<file path="src/rtl/lc3b_types.sv">
// Shared LC-3b pipeline types: NOP encoding, fetch FSM states, opcode helpers.
package lc3b_types;

    localparam logic [15:0] lc3b_nop = 16'h0000;

    localparam logic [3:0] op_br   = 4'b0000;
    localparam logic [3:0] op_jsr  = 4'b0100;
    localparam logic [3:0] op_jmp  = 4'b1100;
    localparam logic [3:0] op_trap = 4'b1111;

    typedef enum logic [1:0] {
        FETCH    = 2'd0,
        DRAIN    = 2'd1,
        BUFFERED = 2'd2
    } if_state_t;

    // True for opcodes that change control flow (branch, jump, subroutine, trap).
    function automatic logic is_ctl(input logic [3:0] opcode);
        logic ctl;
        case (opcode)
            op_br, op_jsr, op_jmp, op_trap: ctl = 1'b1;
            default:                        ctl = 1'b0;
        endcase
        return ctl;
    endfunction

    // Sequential PC step; 16-bit modulo so FFFE wraps to 0000.
    function automatic logic [15:0] pc_inc(input logic [15:0] pc);
        return pc + 16'd2;
    endfunction

endpackage

</file>
<file path="src/rtl/if_stage_if.sv">
// Instruction-memory read bus between the fetch stage (master) and memory (slave).
interface if_stage_if;
    logic [15:0] imem_address;
    logic        imem_read;
    logic        imem_resp;
    logic [15:0] imem_rdata;

    modport master (output imem_address, output imem_read,
                    input  imem_resp,    input  imem_rdata);
    modport slave  (input  imem_address, input  imem_read,
                    output imem_resp,    output imem_rdata);
endinterface

</file>
<file path="src/rtl/if_stage_fetch_skid_buf.sv">
// One-entry {ir, pc} holding buffer for a response that arrives while the stage is frozen.
module fetch_skid_buf (
    input  logic        clk,
    input  logic        rst_n,
    input  logic        load,
    input  logic        clear,
    input  logic [15:0] ir_in,
    input  logic [15:0] pc_in,
    output logic        valid,
    output logic [15:0] ir,
    output logic [15:0] pc
);

    logic        valid_r;
    logic [15:0] ir_r;
    logic [15:0] pc_r;

    // Clear wins over load so a redirect or squash always drops the stale entry.
    always_ff @(posedge clk or negedge rst_n) begin
        if (!rst_n) begin
            valid_r <= 1'b0;
            ir_r    <= 16'h0000;
            pc_r    <= 16'h0000;
        end else if (clear) begin
            valid_r <= 1'b0;
        end else if (load) begin
            valid_r <= 1'b1;
            ir_r    <= ir_in;
            pc_r    <= pc_in;
        end else begin
            valid_r <= valid_r;
        end
    end

    assign valid = valid_r;
    assign ir    = ir_r;
    assign pc    = pc_r;

endmodule

</file>
<file path="src/rtl/if_stage.sv">
// LC-3b instruction-fetch stage with IF/ID pipeline register.
// Optional IF_STAGE_SKID_EN: keep a response that arrives while frozen in a
// one-entry buffer instead of discarding it and refetching.
module if_stage
    import lc3b_types::*;
#(
    parameter logic [15:0] RESET_PC = 16'h0000
) (
    input  logic              clk,
    input  logic              rst_n,
    if_stage_if.master        imem,
    input  logic              gen_bubble,
    input  logic              squash_ID,
    input  logic              stall_mem,
    input  logic              pc_load,
    input  logic [15:0]       pc_target,
    output logic [15:0]       IF_ID_ir,
    output logic [15:0]       IF_ID_pc,
    output logic              IF_ID_valid
);

    if_state_t   state_r;
    logic [15:0] pc_r;
    logic [15:0] imem_address_r;
    logic        imem_read_r;
    logic [15:0] ir_r;
    logic [15:0] ifid_pc_r;
    logic        valid_r;

    logic        adv_s;
    logic        ctl_s;
    logic        load_ifid_s;
    logic [15:0] load_ir_s;
    logic [15:0] load_pc_s;

`ifdef IF_STAGE_SKID_EN
    logic        skid_load_s;
    logic        skid_clear_s;
    logic        skid_valid_s;
    logic [15:0] skid_ir_s;
    logic [15:0] skid_pc_s;

    // Capture a live response when the stage cannot accept it; drop on redirect, squash or drain.
    always_comb begin
        skid_load_s  = 1'b0;
        skid_clear_s = 1'b0;
        if ((state_r == FETCH) && imem_read_r && imem.imem_resp && !adv_s && !pc_load && !squash_ID) begin
            skid_load_s = 1'b1;
        end else begin
            skid_load_s = 1'b0;
        end
        if (pc_load || squash_ID || ((state_r == BUFFERED) && adv_s)) begin
            skid_clear_s = 1'b1;
        end else begin
            skid_clear_s = 1'b0;
        end
    end

    fetch_skid_buf u_skid (
        .clk   (clk),
        .rst_n (rst_n),
        .load  (skid_load_s),
        .clear (skid_clear_s),
        .ir_in (imem.imem_rdata),
        .pc_in (pc_inc(pc_r)),
        .valid (skid_valid_s),
        .ir    (skid_ir_s),
        .pc    (skid_pc_s)
    );
`endif

    // Advance qualifier, control-flow detect on IF/ID, and the candidate IF/ID load source.
    always_comb begin
        adv_s       = !stall_mem && !gen_bubble;
        ctl_s       = (ir_r != lc3b_nop) && is_ctl(ir_r[15:12]);
        load_ifid_s = 1'b0;
        load_ir_s   = imem.imem_rdata;
        load_pc_s   = pc_inc(pc_r);
        if ((state_r == FETCH) && imem_read_r && imem.imem_resp) begin
            load_ifid_s = 1'b1;
`ifdef IF_STAGE_SKID_EN
        end else if (state_r == BUFFERED) begin
            load_ifid_s = skid_valid_s;
            load_ir_s   = skid_ir_s;
            load_pc_s   = skid_pc_s;
`endif
        end else begin
            load_ifid_s = 1'b0;
        end
    end

    // Fetch FSM, PC and IF/ID register; redirect outranks squash, stall and bubble.
    always_ff @(posedge clk or negedge rst_n) begin
        if (!rst_n) begin
            state_r        <= FETCH;
            pc_r           <= RESET_PC;
            imem_address_r <= RESET_PC;
            imem_read_r    <= 1'b0;
            ir_r           <= lc3b_nop;
            ifid_pc_r      <= 16'h0000;
            valid_r        <= 1'b0;
        end else if (pc_load) begin
            pc_r    <= pc_target;
            ir_r    <= lc3b_nop;
            valid_r <= 1'b0;
            if (imem_read_r && !imem.imem_resp) begin
                // Keep the in-flight request stable and throw its data away later.
                state_r <= DRAIN;
            end else begin
                state_r        <= FETCH;
                imem_address_r <= pc_target;
                imem_read_r    <= 1'b1;
            end
        end else begin
            if (squash_ID) begin
                ir_r    <= lc3b_nop;
                valid_r <= 1'b0;
            end else if (stall_mem) begin
                ir_r    <= ir_r;
            end else if (gen_bubble) begin
                if (ctl_s) begin
                    ir_r    <= lc3b_nop;
                    valid_r <= 1'b0;
                end else begin
                    ir_r    <= ir_r;
                end
            end else if (load_ifid_s) begin
                ir_r      <= load_ir_s;
                ifid_pc_r <= load_pc_s;
                valid_r   <= 1'b1;
            end else begin
                ir_r    <= ir_r;
            end

            case (state_r)
                FETCH: begin
                    if (imem_read_r) begin
                        if (imem.imem_resp) begin
                            if (adv_s) begin
                                pc_r           <= pc_inc(pc_r);
                                imem_address_r <= pc_inc(pc_r);
                                imem_read_r    <= 1'b1;
                            end else begin
`ifdef IF_STAGE_SKID_EN
                                if (!squash_ID) begin
                                    pc_r    <= pc_inc(pc_r);
                                    state_r <= BUFFERED;
                                end else begin
                                    pc_r    <= pc_r;
                                end
`endif
                                imem_read_r <= 1'b0;
                            end
                        end else begin
                            imem_read_r <= 1'b1;
                        end
                    end else begin
                        if (adv_s) begin
                            imem_address_r <= pc_r;
                            imem_read_r    <= 1'b1;
                        end else begin
                            imem_read_r    <= 1'b0;
                        end
                    end
                end
                DRAIN: begin
                    if (imem.imem_resp) begin
                        state_r        <= FETCH;
                        imem_address_r <= pc_r;
                        imem_read_r    <= adv_s;
                    end else begin
                        imem_read_r    <= 1'b1;
                    end
                end
`ifdef IF_STAGE_SKID_EN
                BUFFERED: begin
                    if (squash_ID || adv_s) begin
                        state_r        <= FETCH;
                        imem_address_r <= pc_r;
                        imem_read_r    <= adv_s;
                    end else begin
                        imem_read_r    <= 1'b0;
                    end
                end
`endif
                default: begin
                    state_r        <= FETCH;
                    imem_address_r <= pc_r;
                    imem_read_r    <= 1'b0;
                end
            endcase
        end
    end

    assign imem.imem_address = imem_address_r;
    assign imem.imem_read    = imem_read_r;
    assign IF_ID_ir          = ir_r;
    assign IF_ID_pc          = ifid_pc_r;
    assign IF_ID_valid       = valid_r;

endmodule

</file>
<file path="src/flat_wrapper.sv">
// flat-port wrapper written by rule: the top's interface ports become plain ports
module if_stage_flat import lc3b_types::*;
#(
    parameter logic [15:0] RESET_PC = 16'h0000
)
  (clk, rst_n, gen_bubble, squash_ID, stall_mem, pc_load, pc_target, IF_ID_ir, IF_ID_pc, IF_ID_valid, imem_imem_address, imem_imem_read, imem_imem_resp, imem_imem_rdata);
  if_stage_if imem_i ();
  input  logic clk;
  input  logic rst_n;
  input  logic gen_bubble;
  input  logic squash_ID;
  input  logic stall_mem;
  input  logic pc_load;
  input  logic [15:0] pc_target;
  output logic [15:0] IF_ID_ir;
  output logic [15:0] IF_ID_pc;
  output logic IF_ID_valid;
  output wire logic [$bits(imem_i.imem_address)-1:0] imem_imem_address;
  output wire logic [$bits(imem_i.imem_read)-1:0] imem_imem_read;
  input wire logic [$bits(imem_i.imem_resp)-1:0] imem_imem_resp;
  input wire logic [$bits(imem_i.imem_rdata)-1:0] imem_imem_rdata;
  assign imem_imem_address = imem_i.imem_address;
  assign imem_imem_read = imem_i.imem_read;
  assign imem_i.imem_resp = imem_imem_resp;
  assign imem_i.imem_rdata = imem_imem_rdata;
  if_stage #(.RESET_PC(RESET_PC)) u_core (.clk(clk), .rst_n(rst_n), .imem(imem_i), .gen_bubble(gen_bubble), .squash_ID(squash_ID), .stall_mem(stall_mem), .pc_load(pc_load), .pc_target(pc_target), .IF_ID_ir(IF_ID_ir), .IF_ID_pc(IF_ID_pc), .IF_ID_valid(IF_ID_valid));
endmodule
</file>
<file path="config.mk">
export PLATFORM = sky130hd
export DESIGN_NAME = if_stage_flat
export DESIGN_NICKNAME = d
export VERILOG_FILES = /design/src/rtl/lc3b_types.sv /design/src/rtl/if_stage_if.sv /design/src/rtl/if_stage_fetch_skid_buf.sv /design/src/rtl/if_stage.sv /design/src/flat_wrapper.sv
export SDC_FILE = /design/constraint.sdc
export NUM_CORES = 1
export LEC_CHECK = 0
export BUFFER_PORTS_ARGS = -buffer_cell sky130_fd_sc_hd__buf_2
export CORE_ASPECT_RATIO = 1.2
export CORE_UTILIZATION = 40
export CTS_BUF_LIST = sky130_fd_sc_hd__clkbuf_4 sky130_fd_sc_hd__clkbuf_8
export CTS_CLUSTER_DIAMETER = 60
export DETAILED_ROUTE_END_ITERATION = 10
export SYNTH_ARGS = -nofsm -noshare
export SYNTH_HDL_FRONTEND = slang
export SYNTH_SLANG_ARGS = --single-unit
</file>
<file path="constraint.sdc">
create_clock -name clk -period 2.84 [get_ports clk]
set_input_delay 0.426 -clock clk [delete_from_list [all_inputs] [get_ports clk]]
set_output_delay 0.426 -clock clk [all_outputs]
set_load 0.02 [all_outputs]
</file>
## Word-level counts from Yosys, hierarchy flattened

Index checks and enable logic that the tools add are counted.

| operators by class | value |
|---|---|
| add/sub/neg operators | 1 |
| eq/ne operators | 11 |
| mux-type cells | 36 |
| bitwise gates (word level) | 4 |
| reductions and logical operators | 22 |

Operators with widths:

| kind | number |
|---|---|
| $mux W16 | 16 |
| $pmux W16 S2 | 1 |
| $add A16 B2 Y16 const B | 1 |
| $reduce_bool A16 Y1 | 1 |
| $mux W1 | 15 |
| $eq A4 B4 Y1 const B | 2 |
| $reduce_and A4 Y1 | 2 |
| $reduce_bool A2 Y1 | 4 |
| $ne A3 B2 Y1 const B | 2 |
| $logic_and A1 B1 Y1 | 5 |
| $reduce_and A5 Y1 | 1 |
| $eq A4 B3 Y1 const B | 1 |
| $logic_not A4 Y1 | 1 |
| $mux W2 | 2 |
| $ne A2 B2 Y1 const B | 2 |
| $ne A4 B1 Y1 const B | 1 |
| $ne A4 B4 Y1 const B | 1 |
| $not A1 Y1 | 4 |
| $pmux W2 S2 | 1 |
| $reduce_bool A4 Y1 | 1 |
| $reduce_or A4 Y1 | 1 |
| $logic_not A1 Y1 | 3 |
| $ne A3 B3 Y1 const B | 1 |
| $reduce_and A3 Y1 | 1 |
| other kinds (4) | 4 |

| storage, ports and cells | value |
|---|---|
| register bits after elaboration | 68 |
| input bits | 39 |
| output and inout port bits | 50 |
| word-level logic and storage cells | 81 |

## Longest topological paths before layout

Gate-level depths: netlist of run 1.

| depth | value |
|---|---|
| depth after elaboration | 9 |
| gate-level depth with buffers | 7 |
| mapped depth without buffers | 5 |

## Least setup slack after synthesis of run 1

No wires, ideal clock.

| timing | value |
|---|---|
| path kind | register to register |
| from | register u_core.pc_r[1] |
| to | register u_core.imem_address_r[15] (netlist: u_core.imem.imem_address[15]) |
| setup time | 0.121 ns |
| arrival time | 1.911 ns |
| required time | 2.719 ns |
| setup slack | 0.808 ns |
| cell stages (with the launch flop) | 7 |
| buffers on the path | 1 |
| clock period less this slack | 2.032 ns |
| cells stage by stage | dfrtp_1 -> ha_1 -> buf_2 -> nand4b_2 -> or4_2 -> nand3b_1 -> a22o_1 |

| on the way | value |
|---|---|
| cells in the longest elaborated chain, start to end | 6 |

RTL lines:

| what | line | text |
|---|---|---|
| start: declaration | if_stage.sv:23 | `logic [15:0] pc_r;` |
| start signal: assignment | if_stage.sv:103 | `pc_r <= pc_target;` |
| start signal: assignment | if_stage.sv:140 | `pc_r <= pc_inc(pc_r);` |
| $add A16 B2 Y16 | lc3b_types.sv:29 | `return pc + 16'd2;` |
| $mux W16 | if_stage.sv:139 | `if (adv_s) begin` |
| $mux W16 | if_stage.sv:138 | `if (imem.imem_resp) begin` |
| $mux W16 | if_stage.sv:137 | `if (imem_read_r) begin` |
| $pmux W16 S2 | if_stage.sv:135 | `case (state_r)` |
| $mux W16 | if_stage.sv:102 | `end else if (pc_load) begin` |
| end signal: assignment | if_stage.sv:111 | `imem_address_r <= pc_target;` |
| end signal: assignment | if_stage.sv:141 | `imem_address_r <= pc_inc(pc_r);` |
| end signal: assignment | if_stage.sv:159 | `imem_address_r <= pc_r;` |
| end: declaration | if_stage.sv:24 | `logic [15:0] imem_address_r;` |

No other way between the ends. The select of a mux whose other input is x is not followed.
A chain may end at the register's enable or synchronous reset.

## Final worst setup path of run 1

| timing | value |
|---|---|
| from | register u_core.pc_r[1] |
| to | register u_core.pc_r[15] |

| on the way | value |
|---|---|
| cells in the longest elaborated chain, start to end | 6 |

RTL lines:

| what | line |
|---|---|
| $add A16 B2 Y16 | lc3b_types.sv:29 |
| $mux W16 | if_stage.sv:139 |
| $mux W16 | if_stage.sv:138 |
| $mux W16 | if_stage.sv:137 |
| $mux W16 | if_stage.sv:135 |
| $mux W16 | if_stage.sv:102 |

No other way between the ends. The select of a mux whose other input is x is not followed.

==> impl_metrics.ini, run 1 <==
[timing]
finalSetupTns_ps = 0
finalWorstSetupSlack_ps = 583
timing.slew.headroom = 0.461
hold_violations = 0
hold-worst-slack_ps = 71.5
timing.fmax_mhz = 443
grt_setup_unrepaired = false
min_period_over_period = 0.795
clock_skew_ps = 8.84
tightestPinTransition_ps = 801
period_needed_ps = 2260
setup_viol = 0
slew_viol_final = 0

[logic_synthesis]
yosysSeqAreaShare = 0.476
yosysWarnings = 0
syn-instance-count = 388
synth_edf_count = 0
ys_seq_elements = 67
synthesis.nets = 428
synth_area_um2 = 3520
synth_cell_types = 54
avgSynthCellArea_um2 = 9.07
async_reset_ff_frac = 1.00
ys.flop_type = dfrtp_1

[place]
portBuffers = 88
dp.final_hpwl_um = 6580
dp_slack_ps = 626
gp_congestion = 0.847

[setup_path]
crit_path_end_kind = register
r2r_cells = 5
cp_slowest_cell = or3_1
crit_path_max_fanout = 9
r2r_slack_ps = 580
critPathKind = reg -> reg
crit_chain = ha_1, nand2_1, or3_1, or4_1, a31oi_1
cp_top_family = simple AND/OR/NAND/NOR gates
critPathBufInv = 0
cp.required_ps = 3110
r2r_end = u_core.pc_r[15]
critPathArrivalTime_ps = 2520
r2r_start = u_core.pc_r[1]
start_kind = register
max_stage_delay_ps = 530

[cts]
path_clk_slew_ps = 70
clock-sinks = 67
htree_levels = 3
clk_path_buf_depth = 2
cts_buffers = 9
cts_resized = 0
clk_latency_ps = 350
root_buffer = clkbuf_8
postCtsHoldBufs = 0
postCtsSetupBuffers = 0
cts_tree = built

[floorplan]
fp.coreArea_um2 = 8560
initial_core_util = 0.411
dieWidth_um = 87.6
num_rows = 37
die_h_um = 105
boundaryPins = 89
die-area_um2 = 9180

[global_routing]
grt_pass1_wl_um = 15600
grt_use_total = 0.226
grt.overflow.total = 0
grt_pass1_vias = 3131
antenna_found_initial = 0
grt_max_degree = 68

[power_and_ir_drop]
p_per_area_nw_per_um2 = 616
p_leak_uw = 0.00195
irDropWorstVdd_mv = 0.266

[outcome]
status = finished clean

[route]
drc = 0
drtPass1Iterations = 5
vias = 3175
via_per_inst = 5.39
wl_per_cell_um = 15.8
antenna_left = 0
drt-initial-drc-count = 237
drt-total-wl_um = 9310

[run]
maxCapViolCount = 0

[final_layout]
fill_cells = 869
drive_above_1_share = 0.267
num_antenna_cells = 0
nets = 507
area_growth_pct = 21.5

[min_path]
hold_class = in -> async
[layout make-up]
class	count	area [µm²]	area share
Tap cell	117	146	0.0342
Multi-Input combinational cell	286	1710	0.400
Inverter	6	22.5	0.00526
Clock inverter	2	35.0	0.00819
Clock buffer	14	168	0.0392
Timing Repair Buffer	97	520	0.122
Sequential cell	67	1680	0.392
[cell usage in the layout, fill, tap and decap left out, drive strengths merged, types with 2 or more instances in the layout]
cell     n
or4      4
a22oi    2
nor4     6
mux2     4
and2     4
o21a     2
buf     97
xor2     9
inv      6
o21ai   37
nand2   63
nand2b   6
clkbuf  14
and3     5
a21boi   4
nand4    7
a21oi    5
and4     2
nand3b   2
nand3   27
nor2    23
nor3    11
a211oi   6
mux2i    2
a31oi    6
xnor2   13
o311a    2
dfrtp   67
a21o     3
nor2b    3
o31ai    6
o311ai   3
or3      5
[power breakdown]
group	internal [µW]	switching, µW	leakage, µW
sequential	1090	106	0.000833
clock	468	353	0.000108
combinational	232	393	0.00101
[metal layers]
metal	part of all wire	GRT usage	up-vias
li1	-	-	1536
met1	0.46	0.295	1521
met2	0.47	0.350	97
met3	0.051	0.0600	21
met4	0.021	0.0948	0
met5	0	0	-
[logic make-up after synthesis]
logic type / Yosys count / share of synthesized area
compound gates: 86 / 0.159
fa+ha+maj: 1 / 0.00355
flops: 67 / 0.476
buf+inv: 35 / 0.0398
xor+xnor: 22 / 0.0547
mux: 6 / 0.0185
simple gates: 171 / 0.248
[sequential cells by signal, summed over array words and instances (netlist names)]
register,flops
u_core.IF_ID_ir,16
u_core.state_r,1
u_core.IF_ID_valid,1
u_core.IF_ID_pc,16
u_core.imem.imem_address,16
u_core.imem.imem_read,1
u_core.pc_r,16
[cells in the mapped netlist, types with 3 or more instances]
library cell,number,share of area
or3_1,4,0.0071
mux2_2,4,0.013
o31ai_1,6,0.013
nor2_1,23,0.025
and2_1,3,0.0053
or4_1,3,0.0064
a211oi_1,6,0.013
nor3_1,11,0.016
buf_2,7,0.0099
nand2b_1,6,0.011
nand3_1,26,0.037
a31oi_1,6,0.011
clkbuf_1,21,0.022
a21boi_0,4,0.0085
o311ai_0,3,0.0075
and3_1,5,0.0089
nand4_1,6,0.011
nor2b_1,3,0.0053
xnor2_1,13,0.032
xor2_1,9,0.022
a21o_1,3,0.0064
nor4_1,6,0.011
nand2_1,62,0.066
a21oi_1,5,0.0071
o21ai_0,37,0.053
dfrtp_1,67,0.48
inv_1,6,0.0064
[worst max path at each step]
stage              startpoint                            to  slack [ps]  cells after the start
3_5_place_dp   u_core.pc_r[1]               u_core.pc_r[15]         630                      5
4_1_cts        u_core.pc_r[1]               u_core.pc_r[15]         590                      5
3_3_place_gp   u_core.pc_r[1]               u_core.pc_r[15]         670                      5
5_1_grt        u_core.pc_r[1]               u_core.pc_r[15]         460                      5
6_report       u_core.pc_r[1]               u_core.pc_r[15]         580                      5
2_1_floorplan  u_core.pc_r[1]  u_core.imem.imem_address[15]         810                      6
[through the flow]
stage | total power [µW] | util | instance area [µm²] | std cells
after floorplan | 1600 | - | 3520 | 388
after global placement | 1830 | 0.476 | 4080 | 573
after detailed placement | 1840 | 0.476 | 4080 | 573
after CTS | 2670 | 0.500 | 4280 | 589
after global routing | 2810 | 0.500 | 4280 | 589
final | 2640 | 0.500 | 4280 | 589
Note: power is estimated with default switching activity, not from simulation.
==> inputs of run 2 (changes only) <==
==> constraint.sdc (replaced) <==
create_clock -name clk -period 2.3 [get_ports clk]
set_input_delay 0.345 -clock clk [delete_from_list [all_inputs] [get_ports clk]]
set_output_delay 0.345 -clock clk [all_outputs]
set_load 0.02 [all_outputs]
==> impl_metrics.ini, run 2 (synthesized netlist as in run 1, its figures left out) <==
[power_and_ir_drop]
p_leak_uw = 0.00202
p_per_area_nw_per_um2 = 723
irDropWorstVdd_mv = 0.281

[final_layout]
layout_common_cells = 88 x buf_2, 67 x dfrtp_1, 62 x nand2_1
drive_above_1_share = 0.290
fill_cells = 844
layout_commonest_cell = buf_2
area_growth_pct = 24.4
num_antenna_cells = 0
nets = 523
utilization = 0.512

[setup_path]
start_kind = register
crit_path_max_fanout = 9
critPathArrivalTime_ps = 2340
r2r_slack_ps = 230
cp_slowest_cell = or3_1
max_stage_delay_ps = 530
r2r_end = u_core.pc_r[13]
r2r_cells = 5
critPathKind = reg -> reg
crit_path_end_kind = register
r2r_start = u_core.pc_r[2]
cp.required_ps = 2570
crit_chain = ha_1, nand2_1, or3_1, or4_1, a31oi_1

[cts]
cts_resized = 0
root_buffer = clkbuf_8
clock-sinks = 67
clk_path_buf_depth = 2
postCtsSetupBuffers = 0
cts_buffers = 9
postCtsHoldBufs = 0
path_clk_slew_ps = 70
clk_latency_ps = 350
cts_tree = built
htree_levels = 3

[floorplan]
die_h_um = 105
num_rows = 37
initial_core_util = 0.411
boundaryPins = 89
die-area_um2 = 9180
dieWidth_um = 87.6
fp.coreArea_um2 = 8560

[global_routing]
antenna_found_initial = 0
grt_pass1_wl_um = 15500
grt_max_degree = 68
grt_pass1_vias = 3131
grt_use_total = 0.221
grt.overflow.total = 0

[min_path]
hold_class = in -> async

[place]
portBuffers = 88
dp.final_hpwl_um = 6840
gp_congestion = 0.888

[route]
drc = 0
via_per_inst = 5.32
drt-initial-drc-count = 163
drtPass1Iterations = 4
antenna_left = 0
wl_per_cell_um = 15.6
drt-total-wl_um = 9400
vias = 3214

[timing]
hold-worst-slack_ps = -10.8
tightestPinTransition_ps = 595
period_needed_ps = 2070
clock_skew_ps = 12.8
slew_viol_final = 0
timing.slew.headroom = 0.600
min_period_over_period = 0.899
finalSetupTns_ps = 0
timing.fmax_mhz = 483
hold_violations = 6
setup_viol = 0
grt_setup_unrepaired = false

[run]
maxCapViolCount = 0

[outcome]
status = complete, but fails checks
violations = negative hold slack
-- run 2: cell types whose count changed in the layout (fill, tap and decap cells not counted), sizes merged --
cell / change
buf: +16
bufinv: -1
clkbuf: -1
clkinvlp: +1
-- run 2: worst max path at each step --
stage / start / endpoint / slack (ps)
global placement: u_core.pc_r[2] / u_core.pc_r[13] / 310
detailed placement: u_core.pc_r[2] / u_core.pc_r[15] / 250
floorplan: u_core.pc_r[1] / u_core.imem.imem_address[15] / 270
CTS: u_core.pc_r[2] / u_core.pc_r[13] / 230
finish: u_core.pc_r[2] / u_core.pc_r[13] / 230
global route: u_core.pc_r[2] / u_core.pc_r[15] / 90
-- run 2: area by class of cell --
| type | count | area [µm²] | area share |
|---|---|---|---|
| timing repair buffer | 113 | 653 | 0.149 |
| tap | 117 | 146 | 0.0334 |
| clock buffer | 13 | 160 | 0.0366 |
| clock inverter | 2 | 12.5 | 0.00286 |
| multi-input combinational | 286 | 1710 | 0.390 |
| sequential | 67 | 1680 | 0.383 |
| inverter | 6 | 22.5 | 0.00514 |
-- run 2: stage by stage --
| step | std cells | hold slack (ps) | setup WS, ps | cell area, µm² | total power (µW) |
|---|---|---|---|---|---|
| 2_1_floorplan | 388 | 49.4 | 268 | 3520 | 1970 |
| 3_3_place_gp | 589 | 399 | 306 | 4210 | 2300 |
| 3_5_place_dp | 589 | 396 | 251 | 4210 | 2310 |
| 4_1_cts | 604 | 21.1 | 233 | 4380 | 3210 |
| 5_1_grt | 604 | 23.0 | 86.4 | 4380 | 3360 |
| 6_report | 604 | -10.8 | 231 | 4380 | 3170 |
-- run 2: worst max-delay path, delay by kind of cell (launching register included) --
kind / cells / cell delay, ps
flops: 1 / 410
fa+ha+maj: 1 / 240
simple gates: 3 / 1160
compound gates: 1 / 170
-- run 2: layer usage --
metal  GRT usage  up-vias  part of all wire
met3      0.0482       11             0.053
met4      0.0703        0             0.010
li1            -     1574                 -
met1       0.296     1524              0.45
met2       0.353      105              0.49
met5           0        -                 0
-- run 2: power by group --
| group | internal, µW | leakage, µW | total, µW | switching [µW] |
|---|---|---|---|---|
| Sequential | 1340 | 0.000833 | 1460 | 120 |
| Combinational | 314 | 0.00109 | 819 | 504 |
| Clock | 450 | 0.0000898 | 888 | 438 |
| Total | 2100 | 0.00202 | 3170 | 1060 |
==> inputs of run 3 (changes only) <==
--- a/config.mk
+++ b/config.mk
@@ -7,7 +7,7 @@
 export LEC_CHECK = 0
 export BUFFER_PORTS_ARGS = -buffer_cell sky130_fd_sc_hd__buf_2
 export CORE_ASPECT_RATIO = 1.2
-export CORE_UTILIZATION = 40
+export CORE_UTILIZATION = 30
 export CTS_BUF_LIST = sky130_fd_sc_hd__clkbuf_4 sky130_fd_sc_hd__clkbuf_8
 export CTS_CLUSTER_DIAMETER = 60
 export DETAILED_ROUTE_END_ITERATION = 10
==> constraint.sdc (replaced) <==
create_clock -name clk -period 2.4 [get_ports clk]
set_input_delay 0.36 -clock clk [delete_from_list [all_inputs] [get_ports clk]]
set_output_delay 0.36 -clock clk [all_outputs]
set_load 0.02 [all_outputs]
==> impl_metrics.ini, run 3 (synthesized netlist as in run 1, its figures left out) <==
[cts]
postCtsHoldBufs = 0
postCtsSetupBuffers = 0
clk_latency_ps = 350
cts_tree = built
cts_resized = 0
cts_buffers = 9
clock-sinks = 67
htree_levels = 3
root_buffer = clkbuf_8
path_clk_slew_ps = 80
clk_path_buf_depth = 2

[min_path]
hold_class = in -> async

[final_layout]
utilization = 0.388
num_antenna_cells = 0
nets = 513
area_growth_pct = 24.1
design_area_um2 = 4370
layout_commonest_cell = buf_2
fin_cells = 630
layout_common_cells = 88 x buf_2, 67 x dfrtp_1, 62 x nand2_1
drive_above_1_share = 0.273

[setup_path]
start_kind = register
cp_slowest_cell = or3_1
cp.required_ps = 2670
crit_chain = ha_1, nand2_1, or3_1, or4_1, a31oi_1
crit_path_end_kind = register
max_stage_delay_ps = 530
critPathKind = reg -> reg
crit_path_max_fanout = 9
critPathArrivalTime_ps = 2510

[route]
drtPass1Iterations = 4
drc = 0
vias = 3142
drt-total-wl_um = 9590
via_per_inst = 4.99
drt-initial-drc-count = 238
wl_per_cell_um = 15.2
antenna_left = 0

[global_routing]
grt_use_total = 0.168
antenna_found_initial = 0
grt_max_degree = 68
grt.overflow.total = 0
grt_pass1_wl_um = 15600
grt_pass1_vias = 3088

[timing]
period_needed_ps = 2240
setup_viol = 0
timing.fmax_mhz = 446
slew_viol_final = 0
min_period_over_period = 0.935
finalSetupTns_ps = 0
clock_skew_ps = 9.90
hold_violations = 1
tightestPinTransition_ps = 657
hold-worst-slack_ps = -1.24
grt_setup_unrepaired = false
timing.slew.headroom = 0.561

[outcome]
violations = negative hold slack
status = complete, but fails checks

[floorplan]
die_h_um = 121
die-area_um2 = 12200
num_rows = 42
fp.coreArea_um2 = 11200
dieWidth_um = 101
initial_core_util = 0.313
boundaryPins = 89

[place]
place_inst = 616
dpl_cell_area_um2 = 4170
dp.final_hpwl_um = 6980
gp_congestion = 0.849
portBuffers = 88

[power_and_ir_drop]
p_leak_uw = 0.00198
irDropWorstVdd_mv = 0.417
finalPower_uw = 3150
p_per_area_nw_per_um2 = 720

[run]
maxCapViolCount = 0
## run 3: final cells by class
class                           instances  area (µm²)
Clock inverter                          2        35.0
Fill cell                            1192        6880
Sequential cell                        67        1680
Clock buffer                           12         165
Timing Repair Buffer                  103         566
Multi-Input combinational cell        286        1710
Tap cell                              154         193
Inverter                                6        22.5
## run 3: critical path, delay by kind of cell (launching register included)
family / cells / cell delay, ps
AO/OA/AOI/OAI: 1 / 160
adder cells (fa/ha/maj): 1 / 350
flip-flops: 1 / 460
AND/OR/NAND/NOR: 3 / 1190
## run 3: final timing paths
check                                 endpoint  depth (start not counted)  slack, ps                from
max                            u_core.pc_r[13]                          5        160      u_core.pc_r[1]
min                        u_core.IF_ID_ir[11]                          2         -1               rst_n
max reg2reg                    u_core.pc_r[13]                          5        160      u_core.pc_r[1]
min in group clk            u_core.IF_ID_ir[8]                          3        220  imem_imem_rdata[8]
min reg2reg                 u_core.IF_ID_pc[8]                          2        470  u_core.IF_ID_pc[8]
max in group asynchronous       u_core.pc_r[9]                          2       2050               rst_n
## run 3: per-layer routing
| metal | up-vias | GRT usage | wire length, µm | part of all wire |
|---|---|---|---|---|
| met3 | 17 | 0.0497 | 634 | 0.066 |
| met2 | 97 | 0.265 | 4470 | 0.47 |
| met4 | 0 | 0.0607 | 170 | 0.018 |
| met1 | 1478 | 0.217 | 4310 | 0.45 |
| li1 | 1550 | - | - | - |
| met5 | - | 0 | 0 | 0 |
## run 3: metrics by stage
step                setup WS (ps)  hold slack, ps
floorplan                     368            64.4
global placement              227             411
detailed placement            184             417
CTS                           168            39.9
global route                 4.58            53.4
finish                        157           -1.24
## run 3: where the power goes
part	switching, µW	internal [µW]
combinational	475	282
clock	428	552
sequential	125	1280
total	1030	2120
